`config.mk`:
```
export PLATFORM = sky130hd
export DESIGN_NAME = drm_ctrl_stream_endpoint
export DESIGN_NICKNAME = d
export VERILOG_FILES = /design/src/rtl/drm_ctrl_stream_endpoint.sv
export SDC_FILE = /design/constraint.sdc
export NUM_CORES = 1
export LEC_CHECK = 0
export BUFFER_PORTS_ARGS = -buffer_cell sky130_fd_sc_hd__buf_2
export CELL_PAD_IN_SITES_DETAIL_PLACEMENT = 0
export CELL_PAD_IN_SITES_GLOBAL_PLACEMENT = 2
export CORE_UTILIZATION = 32
export CTS_BUF_LIST = sky130_fd_sc_hd__clkbuf_16
export DETAILED_ROUTE_END_ITERATION = 8
export PLACE_DENSITY = 0.56
export SYNTH_ARGS = -nofsm -noshare
export SYNTH_HDL_FRONTEND = slang
export SYNTH_SLANG_ARGS = --single-unit
```
`constraint.sdc`:
```
create_clock -name drm_aclk -period 5.7 [get_ports drm_aclk]
set_input_delay 0.855 -clock drm_aclk [delete_from_list [all_inputs] [get_ports drm_aclk]]
set_output_delay 0.855 -clock drm_aclk [all_outputs]
set_load 0.01 [all_outputs]
```
`src/rtl/drm_ctrl_stream_endpoint.sv`:
```
// Controller-side endpoint of the DRM AXI4-Stream link.
// The host loads a command frame into the TX buffer and starts a transaction.
// The block streams the frame out on drm_to_uip and captures the response
// from uip_to_drm into the RX buffer. It then reports done with an error code.
module drm_ctrl_stream_endpoint #(
  parameter int DEPTH          = 16,
  parameter int AW             = $clog2(DEPTH),
  parameter int TIMEOUT_CYCLES = 4096
) (
  input  logic          drm_aclk,
  input  logic          drm_arstn,
  input  logic          cmd_wr_en,
  input  logic [AW-1:0] cmd_wr_addr,
  input  logic [31:0]   cmd_wr_data,
  input  logic [AW:0]   cmd_len,
  input  logic          cmd_start,
  output logic          busy,
  output logic          done,
  output logic [1:0]    err_code,
  output logic [AW:0]   rsp_len,
  input  logic [AW-1:0] rsp_rd_addr,
  output logic [31:0]   rsp_rd_data,
  input  logic          drm_to_uip_tready,
  output logic          drm_to_uip_tvalid,
  output logic [31:0]   drm_to_uip_tdata,
  output logic          drm_to_uip_tlast,
  output logic          uip_to_drm_tready,
  input  logic          uip_to_drm_tvalid,
  input  logic [31:0]   uip_to_drm_tdata,
  input  logic          uip_to_drm_tlast
);

  // Idle counter only needs to hold 0..TIMEOUT_CYCLES-1.
  localparam int              TW          = (TIMEOUT_CYCLES > 1) ? $clog2(TIMEOUT_CYCLES) : 1;
  localparam logic [TW-1:0]   IDLE_MAX    = TW'(TIMEOUT_CYCLES - 1);
  localparam logic [AW:0]     DEPTH_W     = (AW+1)'(DEPTH);
  localparam logic [1:0]      ERR_OK      = 2'd0;
  localparam logic [1:0]      ERR_TIMEOUT = 2'd1;
  localparam logic [1:0]      ERR_OVF     = 2'd2;
  localparam logic [1:0]      ERR_LEN     = 2'd3;

  typedef enum logic [1:0] {
    ST_IDLE = 2'd0,
    ST_SEND = 2'd1,
    ST_RECV = 2'd2,
    ST_DONE = 2'd3
  } state_t;

  logic [31:0] tx_mem [DEPTH];
  logic [31:0] rx_mem [DEPTH];

  state_t        state_r, state_s;
  logic [AW:0]   len_r, len_s;
  logic [AW-1:0] idx_r, idx_s, idx_inc_s;
  logic [AW:0]   cnt_r, cnt_s;
  logic          ovf_r, ovf_s;
  logic [TW-1:0] idle_r, idle_s;
  logic          busy_r, busy_s;
  logic          done_r, done_s;
  logic [1:0]    err_r, err_s;
  logic [AW:0]   rsp_len_r, rsp_len_s;
  logic          tx_valid_r, tx_valid_s;
  logic [31:0]   tx_data_r, tx_data_s;
  logic          tx_last_r, tx_last_s;
  logic          rx_ready_r, rx_ready_s;
  logic [31:0]   rd_data_r;
  logic          rx_wr_en_s;
  logic          tx_wr_en_s;
  logic          tx_hs_s;
  logic          rx_beat_s;
  logic          len_ok_s;

  assign busy              = busy_r;
  assign done              = done_r;
  assign err_code          = err_r;
  assign rsp_len           = rsp_len_r;
  assign rsp_rd_data       = rd_data_r;
  assign drm_to_uip_tvalid = tx_valid_r;
  assign drm_to_uip_tdata  = tx_data_r;
  assign drm_to_uip_tlast  = tx_last_r;
  assign uip_to_drm_tready = rx_ready_r;

  assign tx_wr_en_s = cmd_wr_en & (state_r == ST_IDLE);
  assign tx_hs_s    = tx_valid_r & drm_to_uip_tready;
  assign rx_beat_s  = uip_to_drm_tvalid & rx_ready_r;
  assign len_ok_s   = (cmd_len != (AW+1)'(0)) && (cmd_len <= DEPTH_W);
  assign idx_inc_s  = idx_r + AW'(1);

  // Next-state and next-output computation for the transaction FSM.
  always_comb begin
    state_s    = state_r;
    len_s      = len_r;
    idx_s      = idx_r;
    cnt_s      = cnt_r;
    ovf_s      = ovf_r;
    idle_s     = idle_r;
    busy_s     = busy_r;
    done_s     = 1'b0;
    err_s      = err_r;
    rsp_len_s  = rsp_len_r;
    tx_valid_s = tx_valid_r;
    tx_data_s  = tx_data_r;
    tx_last_s  = tx_last_r;
    rx_ready_s = rx_ready_r;
    rx_wr_en_s = 1'b0;

    case (state_r)
      ST_IDLE: begin
        if (cmd_start) begin
          busy_s    = 1'b1;
          rsp_len_s = (AW+1)'(0);
          if (len_ok_s) begin
            state_s    = ST_SEND;
            len_s      = cmd_len;
            idx_s      = AW'(0);
            cnt_s      = (AW+1)'(0);
            ovf_s      = 1'b0;
            idle_s     = TW'(0);
            err_s      = ERR_OK;
            tx_valid_s = 1'b1;
            tx_data_s  = tx_mem[0];
            tx_last_s  = (cmd_len == (AW+1)'(1));
          end else begin
            // Bad length: report straight away, never touch the bus.
            state_s = ST_DONE;
            done_s  = 1'b1;
            err_s   = ERR_LEN;
          end
        end else begin
          state_s = ST_IDLE;
        end
      end

      ST_SEND: begin
        if (tx_hs_s) begin
          if (tx_last_r) begin
            state_s    = ST_RECV;
            tx_valid_s = 1'b0;
            tx_last_s  = 1'b0;
            rx_ready_s = 1'b1;
            idle_s     = TW'(0);
          end else begin
            idx_s     = idx_inc_s;
            tx_data_s = tx_mem[idx_inc_s];
            tx_last_s = ({1'b0, idx_inc_s} == (len_r - (AW+1)'(1)));
          end
        end else begin
          // Stalled: hold the beat on the bus.
          state_s = ST_SEND;
        end
      end

      ST_RECV: begin
        if (rx_beat_s) begin
          idle_s = TW'(0);
          if (cnt_r < DEPTH_W) begin
            rx_wr_en_s = 1'b1;
            cnt_s      = cnt_r + (AW+1)'(1);
          end else begin
            // Buffer full: drop the word but keep draining the frame.
            ovf_s = 1'b1;
          end
          if (uip_to_drm_tlast) begin
            state_s    = ST_DONE;
            done_s     = 1'b1;
            rx_ready_s = 1'b0;
            rsp_len_s  = cnt_s;
            err_s      = ovf_s ? ERR_OVF : ERR_OK;
          end else begin
            state_s = ST_RECV;
          end
        end else begin
          if (idle_r == IDLE_MAX) begin
            state_s    = ST_DONE;
            done_s     = 1'b1;
            rx_ready_s = 1'b0;
            rsp_len_s  = cnt_r;
            err_s      = ERR_TIMEOUT;
          end else begin
            idle_s = idle_r + TW'(1);
          end
        end
      end

      ST_DONE: begin
        state_s = ST_IDLE;
        busy_s  = 1'b0;
      end

      default: begin
        state_s    = ST_IDLE;
        busy_s     = 1'b0;
        tx_valid_s = 1'b0;
        tx_last_s  = 1'b0;
        rx_ready_s = 1'b0;
      end
    endcase
  end

  // State and registered-output update.
  always_ff @(posedge drm_aclk or negedge drm_arstn) begin
    if (!drm_arstn) begin
      state_r    <= ST_IDLE;
      len_r      <= (AW+1)'(0);
      idx_r      <= AW'(0);
      cnt_r      <= (AW+1)'(0);
      ovf_r      <= 1'b0;
      idle_r     <= TW'(0);
      busy_r     <= 1'b0;
      done_r     <= 1'b0;
      err_r      <= 2'd0;
      rsp_len_r  <= (AW+1)'(0);
      tx_valid_r <= 1'b0;
      tx_data_r  <= 32'd0;
      tx_last_r  <= 1'b0;
      rx_ready_r <= 1'b0;
    end else begin
      state_r    <= state_s;
      len_r      <= len_s;
      idx_r      <= idx_s;
      cnt_r      <= cnt_s;
      ovf_r      <= ovf_s;
      idle_r     <= idle_s;
      busy_r     <= busy_s;
      done_r     <= done_s;
      err_r      <= err_s;
      rsp_len_r  <= rsp_len_s;
      tx_valid_r <= tx_valid_s;
      tx_data_r  <= tx_data_s;
      tx_last_r  <= tx_last_s;
      rx_ready_r <= rx_ready_s;
    end
  end

  // Buffer storage; contents survive reset.
  always_ff @(posedge drm_aclk) begin
    if (tx_wr_en_s) begin
      tx_mem[cmd_wr_addr] <= cmd_wr_data;
    end
    if (rx_wr_en_s) begin
      rx_mem[cnt_r[AW-1:0]] <= uip_to_drm_tdata;
    end
  end

  // Registered RX read port; a same-cycle write is seen on the next read.
  always_ff @(posedge drm_aclk or negedge drm_arstn) begin
    if (!drm_arstn) begin
      rd_data_r <= 32'd0;
    end else begin
      rd_data_r <= rx_mem[rsp_rd_addr];
    end
  end

endmodule

```
==> results by stage, run 1 <==
Critical path:
- STA puts the critical path data required time at roughly 6.3 ns.
- STA classifies the critical path endpoint as a flop.
- STA classifies the critical path startpoint as a flop.
- Walking the worst path, the cells encountered are ha_4 > buf_4 > mux4_2 > a21boi_1 > a2111oi_2 > o21ai_1.
- The largest fanout of any net on the critical path is 63.
- The data arrival time of the critical path is between 4 and 5 ns.
- The type of the worst setup path is reg2reg.
- On the critical path, the stage with the largest delay is an instance of sky130_fd_sc_hd__ha_4.
- For flop-to-flop paths, the worst setup slack is 2.28 ns.
- The maximum single-stage delay on the critical path is roughly 1 ns.

Detailed routing:
- In the routed layout, each cell is associated on average with a via count of around 5.1.
- The met2 wirelength from detailed routing is roughly 57 mm.
- In this run the remaining antenna-violating nets after routing total 0.
- The detailed router used layers up to and including met5.
- The iteration-0 DRC count of the detailed router is just under 2k.
- The total wirelength of the detailed-routed design is 116 mm.
- The number of optimization iterations in the first detailed-route pass is 5.
- After detailed routing, the number of remaining DRC violations is 0.
- In the final routed layout, each cell accounts on average for 28.0 µm.
- The detailed route wirelength on metal3 is between 6 and 7 mm.
- The via total after detailed routing is 21.2k.
- The wire length on met1 is approximately 50 mm.

Floorplan:
- The floorplan has 134 rows.
- The floorplan step defined a core boundary enclosing 134,000 µm².
- The die covers between 100,000 and 150,000 µm².
- The horizontal die dimension is around 370 µm.
- The die height is around 370 µm.
- The I/O pin count is between 150 and 200.
- The initial utilization of the core area, before any placement, comes to ~32%.

Timing:
- At the pin with the least slew margin, the transition time is between 1 and 1.5 ns.
- The headroom to the max-slew limit is between 20% and 30%.
- Setup repair after global routing left no endpoint under its margin.
- The clock period minus final worst setup slack is between 3 and 4 ns.
- Setup violations remaining at the end of the flow were counted as 0.
- The hold violation count in the final report is 0.
- Static timing analysis puts the maximum clock frequency at 292 MHz.
- The final max-slew violation count is 0.
- The sum of negative setup slack is 0 ns.
- Dividing the final minimum period by the clock period gives around three fifths.
- The largest clock skew in the final design is approximately 0.048 ns.

Global routing:
- Entering global routing, the biggest net connects a little under 80 pins.
- The total global-route track usage is between 10% and 20%.
- The remaining global-route overflow is 0.
- The first global-routing pass estimated 166 mm of wire.
- The via count of the first global-routing pass came to ~22k.
- The initial antenna violation count is 26.

Logic synthesis:
- The most used flip-flop cell after synthesis is sky130_fd_sc_hd__edfxtp_1.
- The number of nets produced by synthesis is about 2.1k.
- Synthesis produced ~2.0k cells.
- The number of distinct library cells after synthesis is between 60 and 70.
- Of the total synthesized cell area, the portion taken by XOR and XNOR cells is less than 1%.
- The share of cell area taken by muxes after synthesis is about 15%.
- Sorting the synthesized cells by area gives the leading types as sky130_fd_sc_hd__edfxtp_1, sky130_fd_sc_hd__mux4_2, sky130_fd_sc_hd__dfrtp_1.
- The share of the synthesized area in the top cell type is between 70 and 80%.
- The simple logic cell fraction of the synthesized area is 1.96%.
- The post-synthesis compound-gate area fraction is around 3.8%.
- The arithmetic-cell share of the synthesized area counting full adders, half adders and majority gates is less than 1%.
- In the synthesized netlist the async set-or-reset flop fraction comes to under 10%.
- Summed over all instances, the cell type with the most area after synthesis is sky130_fd_sc_hd__edfxtp_1.
- By area, the combinational part of the netlist is dominated by multiplexers.
- The count of flip-flops with a built-in enable after synthesis is about 1.0k.
- The post-synthesis instance area is approximately 43,000 µm².
- The sequential-to-total area share from yosys stat is about three quarters.
- The average instance in the mapped netlist occupies between 20 and 25 µm².
- Synthesis inferred about 1.1k register bits.
- The number of warnings issued by yosys is 0.

Clocking:
- The total clock buffers created by CTS is between 100 and 150.
- The number of hold buffers added after cts is 0.
- The CTS tree is built.
- After clock tree synthesis, the clock-pin slew on the worst setup and hold paths is ~0.060 ns.
- The number of instances resized during post-cts repair is 0.
- Clock latency on the worst-skew pair, taken at its later pin, is about 0.75 ns.
- The clock tree synthesis step divided the H-tree into 3 levels.
- The number of post-CTS setup repair buffers is 0.
- The tree is rooted in a sky130_fd_sc_hd__clkbuf_16.
- The longest clock path from root to sink contains 3 buffers.
- Counting every sink on the clock net gives roughly 1.1k.

Placement:
- Once placement finished, the instance area stood at 46,700 µm².
- The congestion estimate from routability-driven global placement came to approximately 0.73.
- Input and output buffers added on the ports amount to 159.
- The final HPWL from detailed placement is ~66 mm.

Finish:
- At the end of the flow, the number of nets in the layout was 2,373.
- Relative to the synthesized area, the layout overhead comes to 16.2%.
- The share of final-layout standard cells stronger than drive strength 1 is between 30% and 40%.
- The post-route cell area is just over 50,000 µm².

Flow run:
- The number of maximum-capacitance violations is 0.

Worst hold path:
- The worst hold path belongs to the class in2async.

Power and ir drop:
- In this run the static leakage power is 16.4 nW.
- The design draws ~20 mW.
- Dividing total power by cell area gives a power density of 405 nW/µm².
- VDD sags by at most between 0.2 and 0.3 mV.

Run status:
- The run finished with clean final reports.
cell usage in the layout (no fill, tap or decap), types with 35 or more instances in the layout:
cell type	synthesis	routed
sky130_fd_sc_hd__buf_2	35	156
sky130_fd_sc_hd__buf_4	2	61
sky130_fd_sc_hd__clkbuf_16	0	121
sky130_fd_sc_hd__clkinv_1	11	46
sky130_fd_sc_hd__dfrtp_1	105	104
sky130_fd_sc_hd__edfxtp_1	1024	1024
sky130_fd_sc_hd__inv_1	62	99
sky130_fd_sc_hd__mux4_2	288	288
sky130_fd_sc_hd__nand2_1	84	84
sky130_fd_sc_hd__o21ai_0	52	52
sky130_fd_sc_hd__o21ai_1	37	35
worst max-delay path: cells and delay by family, from the launching register on:
kind | cells | cell delay [ns]
multiplexers | 1 | 0.37
buffers and inverters | 1 | 0.61
AO/OA/AOI/OAI | 3 | 0.65
flip-flops | 1 | 0.57
adder cells (fa/ha/maj) | 1 | 0.99
layer usage:
layer | vias to the layer above | track usage, %
li1 | 8976 | -
met2 | 581 | 27.8
met4 | 22 | 4.73
met5 | - | 0
met1 | 11400 | 23.2
met3 | 198 | 3.75
cell type report:
cell class                      instances  area [µm²]
Antenna cell                            5        12.5
Inverter                               75         282
Tap cell                             1768        2210
Fill cell                           12100       83600
Sequential cell                      1129       33400
Clock buffer                          121        3030
Clock inverter                        107         657
Multi-Input combinational cell        735        9530
Timing Repair Buffer                  221        1300
sequential cells by signal (all words and copies together), names as in the netlist, 2 cells and up:
signal	count
rsp_len	5
idx_r	4
len_r	5
state_r	2
rx_mem	512
rsp_rd_data	32
drm_to_uip_tdata	32
err_code	2
tx_mem	512
idle_r	12
cnt_r	5
synth_stat cells (all sizes together), types with 3 or more instances:
library cell	number
nor3	14
a21o	5
nand4	11
o21ai	89
a21boi	32
a2111oi	33
xnor2	4
edfxtp	1024
a21oi	14
xor2	7
clkbuf	55
a31oi	5
o31ai	6
o22ai	33
clkinv	11
buf	52
nand2b	6
inv	64
dfrtp	105
ha	7
nand2	84
and3	3
mux4	288
nor2	43
nand3	7
nor2b	4
a211oi	3
cell families after synthesis:
kind of cell	count (synthesis)
multiplexers	290
AO/OA/AOI/OAI	240
buffers and inverters	182
flip-flops	1129
adder cells (fa/ha/maj)	7
XOR/XNOR	12
AND/OR/NAND/NOR	186
where the power goes:
group,internal (mW),switching (mW)
Clock,4.02,3.23
Sequential,9.35,0.245
Combinational,1.44,2.11
metrics by stage:
step | std cells | setup WS [ns] | utilization, % | hold slack, ns
4_1_cts | 4156 | 2.20 | 37.6 | 0.0696
3_3_place_gp | 3928 | 2.22 | 34.9 | 0.477
2_1_floorplan | 2046 | 1.68 | - | 0.463
6_report | 4161 | 2.28 | 37.6 | 0.109
5_1_grt | 4158 | 2.04 | 37.6 | 0.105
3_5_place_dp | 3928 | 2.20 | 34.9 | 0.475
path summary, 6_finish.rpt:
path / start / endpoint / cells past startpoint
setup reg to reg: idx_r[0] / drm_to_uip_tdata[25] / 6
setup / recovery: idx_r[0] / drm_to_uip_tdata[25] / 6
hold reg to reg: drm_to_uip_tdata[3] / drm_to_uip_tdata[3] / 2
max in group asynchronous: drm_arstn / idx_r[0] / 2
hold / removal: drm_arstn / rsp_rd_data[4] / 1
min in group drm_aclk: cmd_len[4] / len_r[4] / 3
(Power assumes the default switching activity.)
==> run 2, diff against run 1 <==
clock period = 3.46 ns   (was 5.7 ns; I/O delays follow)
==> run 2 against run 1 <==
Compared with the run above: sequential power increased by 66%; setup slack got worse by 1.7 ns; maximum frequency up 19%; final cell count rose by 0.48%; largest cell class unchanged.
==> results by stage, run 2 (synthesis results as in run 1) <==
Detailed routing:
- The total wirelength of the detailed-routed design is 111 mm (was 116 mm).
- The via total after detailed routing is 21.3k (was 21.2k).
- The remaining number of nets flagged by the antenna check after routing is 0 (unchanged).
- The DRC violations left is 0 (unchanged).
- The iteration-0 DRC count of the detailed router came to 1,717 (was 1,935).
- The number of optimization iterations in the first detailed-route pass is 5 (unchanged).
- The via density per instance was 5.08 (was 5.09).
- The average wire per standard cell is 26.5 µm (was 28.0 µm).

Floorplan:
- The placeable core region came to 134,000 µm² (unchanged).
- The area of the die is 137,000 µm² (unchanged).
- The I/O pin count came to 160 (unchanged).
- The horizontal die dimension was 370 µm (unchanged).
- The number of standard-cell rows in the floorplan is 134 (unchanged).
- The die height is 370 µm (unchanged).
- The initial cell density of the core is 32.4% (unchanged).

Flow run:
- The number of maximum-capacitance violations is 0 (unchanged).

Global routing:
- The global-route wire length before repair is 160 mm (was 166 mm).
- The via count of the first global-routing pass is 22.5k (was 22.2k).
- The initial antenna violation count is 26 (unchanged).
- The remaining global-route overflow is 0 (unchanged).
- The total global-route track usage was 16.3% (was 17.1%).
- The pin count of the biggest net entering global routing was 71 (was 77).

Critical path:
- The type of the worst setup path is reg2reg (unchanged).
- The worst reg2reg path depth is 6 (unchanged).
- The setup slack of the most critical reg-to-reg path is 0.59 ns (was 2.28 ns).
- The largest fanout of any net on the critical path is 29 (was 63).
- The required arrival time at the worst endpoint is 4.03 ns (was 6.31 ns).
- The sort of element at the start of the critical path was a flop (unchanged).
- The critical path's slowest cell is sky130_fd_sc_hd__dfrtp_4 (was sky130_fd_sc_hd__ha_4).
- The reg-to-reg critical path endpoint is drm_to_uip_tdata[0] (was drm_to_uip_tdata[25]).
- The critical path launch point is idx_r[0] (unchanged).
- The data arrival time of the critical path is 3.44 ns (was 4.04 ns).
- The sort of element at the end of the critical path is a flop (unchanged).
- Critical path cell sequence: ha_4 > buf_12 > mux4_2 > a21boi_1 > a2111oi_0 > o21ai_1 (was ha_4 > buf_4 > mux4_2 > a21boi_1 > a2111oi_2 > o21ai_1).
- The maximum single-stage delay on the critical path was 0.62 ns (was 0.99 ns).
- The endpoint of the most critical setup path is drm_to_uip_tdata[0] (was drm_to_uip_tdata[25]).
- The start of the worst register-to-register path is idx_r[0] (unchanged).

Clocking:
- The total clock buffers created by CTS was 121 (was 120).
- The CTS tree is built (unchanged).
- The number of hold buffers added after cts was 1 (was 0).
- The maximum number of buffers from clock root to sink was 3 (unchanged).
- The clock tree root driver cell was sky130_fd_sc_hd__clkbuf_16 (unchanged).
- The clock network latency to the later pin of the worst-skew pair came to 0.77 ns (was 0.75 ns).
- The number of post-CTS setup repair buffers came to 0 (unchanged).
- The number of instances resized during post-cts repair was 0 (unchanged).
- The clock slew at the register clock pins of the worst setup and hold paths was 0.06 ns (about the same).
- The maximum level of the CTS H-tree is 3 (unchanged).
- The number of clock sinks is 1,129 (unchanged).

Timing:
- The clock period minus final worst setup slack came to 2.87 ns (was 3.42 ns).
- The fraction of the cycle the final worst path needs was 83.0% (was 60.0%).
- The hold violation count in the final report is 0 (unchanged).
- The sum of negative setup slack came to 0 ns (unchanged).
- The headroom to the max-slew limit is 47.3% (was 24.7%).
- The maximum clock frequency came to 348 MHz (was 292 MHz).
- The slew at the pin with the worst max-slew slack is 0.791 ns (was 1.13 ns).
- Unrepaired setup endpoints after global routing: false (unchanged).
- The largest clock skew in the final design was 0.0669 ns (was 0.0479 ns).
- The hold slack came to 0.0775 ns (was 0.109 ns).
- The final number of setup-violating endpoints is 0 (unchanged).
- The final max-slew violation count was 0 (unchanged).

Placement:
- The final estimated routing congestion in global placement was 0.727 (was 0.730).
- The final HPWL from detailed placement is 59.2 mm (was 65.6 mm).
- The total of buffers placed on input and output ports is 159 (unchanged).

Finish:
- The synthesis-to-finish area growth came to 18.1% (was 16.2%).
- The fill cell total of the finished layout is 12.1k (about the same).
- The final net count is 2,395 (was 2,373).
- Leading cell types in the layout, fill and taps excluded: sky130_fd_sc_hd__edfxtp_1, sky130_fd_sc_hd__mux4_2, sky130_fd_sc_hd__buf_2 (unchanged).
- The most common cell after layout, fill and taps aside is sky130_fd_sc_hd__edfxtp_1 (unchanged).
- The share of final-layout standard cells stronger than drive strength 1 came to 31.2% (was 30.4%).
- The sequential cell area is 33,400 µm² (unchanged).
- The area of the multi-input gates is 9570 µm² (was 9530 µm²).

Power and ir drop:
- The portion of total power attributed to sequential cells is 46.3% (was 47.0%).
- The leakage power total came to 16.7 nW (was 16.4 nW).
- The internal portion of total power is 25.1 mW (was 14.8 mW).
- The clock share of power is 36.5% (was 35.6%).
- The switching power is 9.26 mW (was 5.59 mW).
- The maximum resistive drop on vdd is 0.514 mV (was 0.264 mV).
- The proportion of power drawn by combinational gates was 17.2% (was 17.4%).
- The power per standard cell area came to 669 nW/µm² (was 405 nW/µm²).
- The fraction of power spent switching nets is 27.0% (was 27.4%).

Worst hold path:
- The type of the tightest min-delay check is in2reg (was in2async).
- The startpoint identified for the worst hold timing path is cmd_len[3].

Run status:
- Result of the run: finished, final reports clean (unchanged).
run 2: cell count changes in the layout (fill, tap and decap cells not counted), moves of 5 or more:
cell,before,now
sky130_fd_sc_hd__buf_12,2,38
sky130_fd_sc_hd__nor3_4,0,8
sky130_fd_sc_hd__buf_4,61,45
sky130_fd_sc_hd__bufinv_16,4,10
sky130_fd_sc_hd__nor3_2,8,0
sky130_fd_sc_hd__clkinv_1,46,41
run 2: metrics by stage:
stage	power, mW	utilization [%]	std cells	instance area, µm²	setup slack [ns]
3_3_place_gp	22.2	35.3	3948	47300	0.603
3_5_place_dp	22.2	35.3	3948	47300	0.582
5_1_grt	35.8	38.3	4179	51300	0.320
2_1_floorplan	19.8	-	2046	43400	0.398
4_1_cts	34.8	38.3	4177	51300	0.526
6_report	34.3	38.3	4181	51300	0.588
run 2: critical path, delay by kind of cell, from the launching register on:
| family | cells | cell delay (ns) |
|---|---|---|
| buffers and inverters | 1 | 0.28 |
| flip-flops | 1 | 0.62 |
| AO/OA/AOI/OAI | 3 | 0.83 |
| multiplexers | 1 | 0.32 |
| adder cells (fa/ha/maj) | 1 | 0.61 |
run 2: worst min path at each step:
stage,endpoint,cells past startpoint,slack (ns)
3_5_place_dp,rsp_len[4],2,0.47
2_1_floorplan,busy,0,0.22
4_1_cts,len_r[4],3,0.02
5_1_grt,len_r[4],3,0.06
6_report,len_r[3],3,0.08
3_3_place_gp,rsp_len[4],2,0.47
run 2: area by class of cell:
class,count,share of cell area [%]
Sequential cell,1129,65.1
Multi-Input combinational cell,735,18.7
Clock buffer,121,5.91
Tap cell,1768,4.32
Timing Repair Buffer,242,3.73
Clock inverter,107,1.69
Inverter,75,0.549
Antenna cell,4,0.0195
run 2: power by group through the flow:
stage / Combinational (mW) / Sequential (mW) / Clock (mW)
after floorplan: 3.73 / 16.0 / 0
after global placement: 5.99 / 16.2 / 0
after detailed placement: 6.02 / 16.2 / 0
after CTS: 6.02 / 15.9 / 12.9
after global routing: 6.43 / 16.0 / 13.4
final: 5.91 / 15.9 / 12.5
run 2: per-layer routing:
metal  share of wire (%)  routed length (µm)  track usage (%)  vias up
li1                    -                   -                -     9021
met1                  46               51000             23.5    11500
met2                  46               51500             25.2      575
met3                 5.2                5770             3.13      182
met4                 2.1                2330             4.43       18
met5                0.23                 251            0.839        -
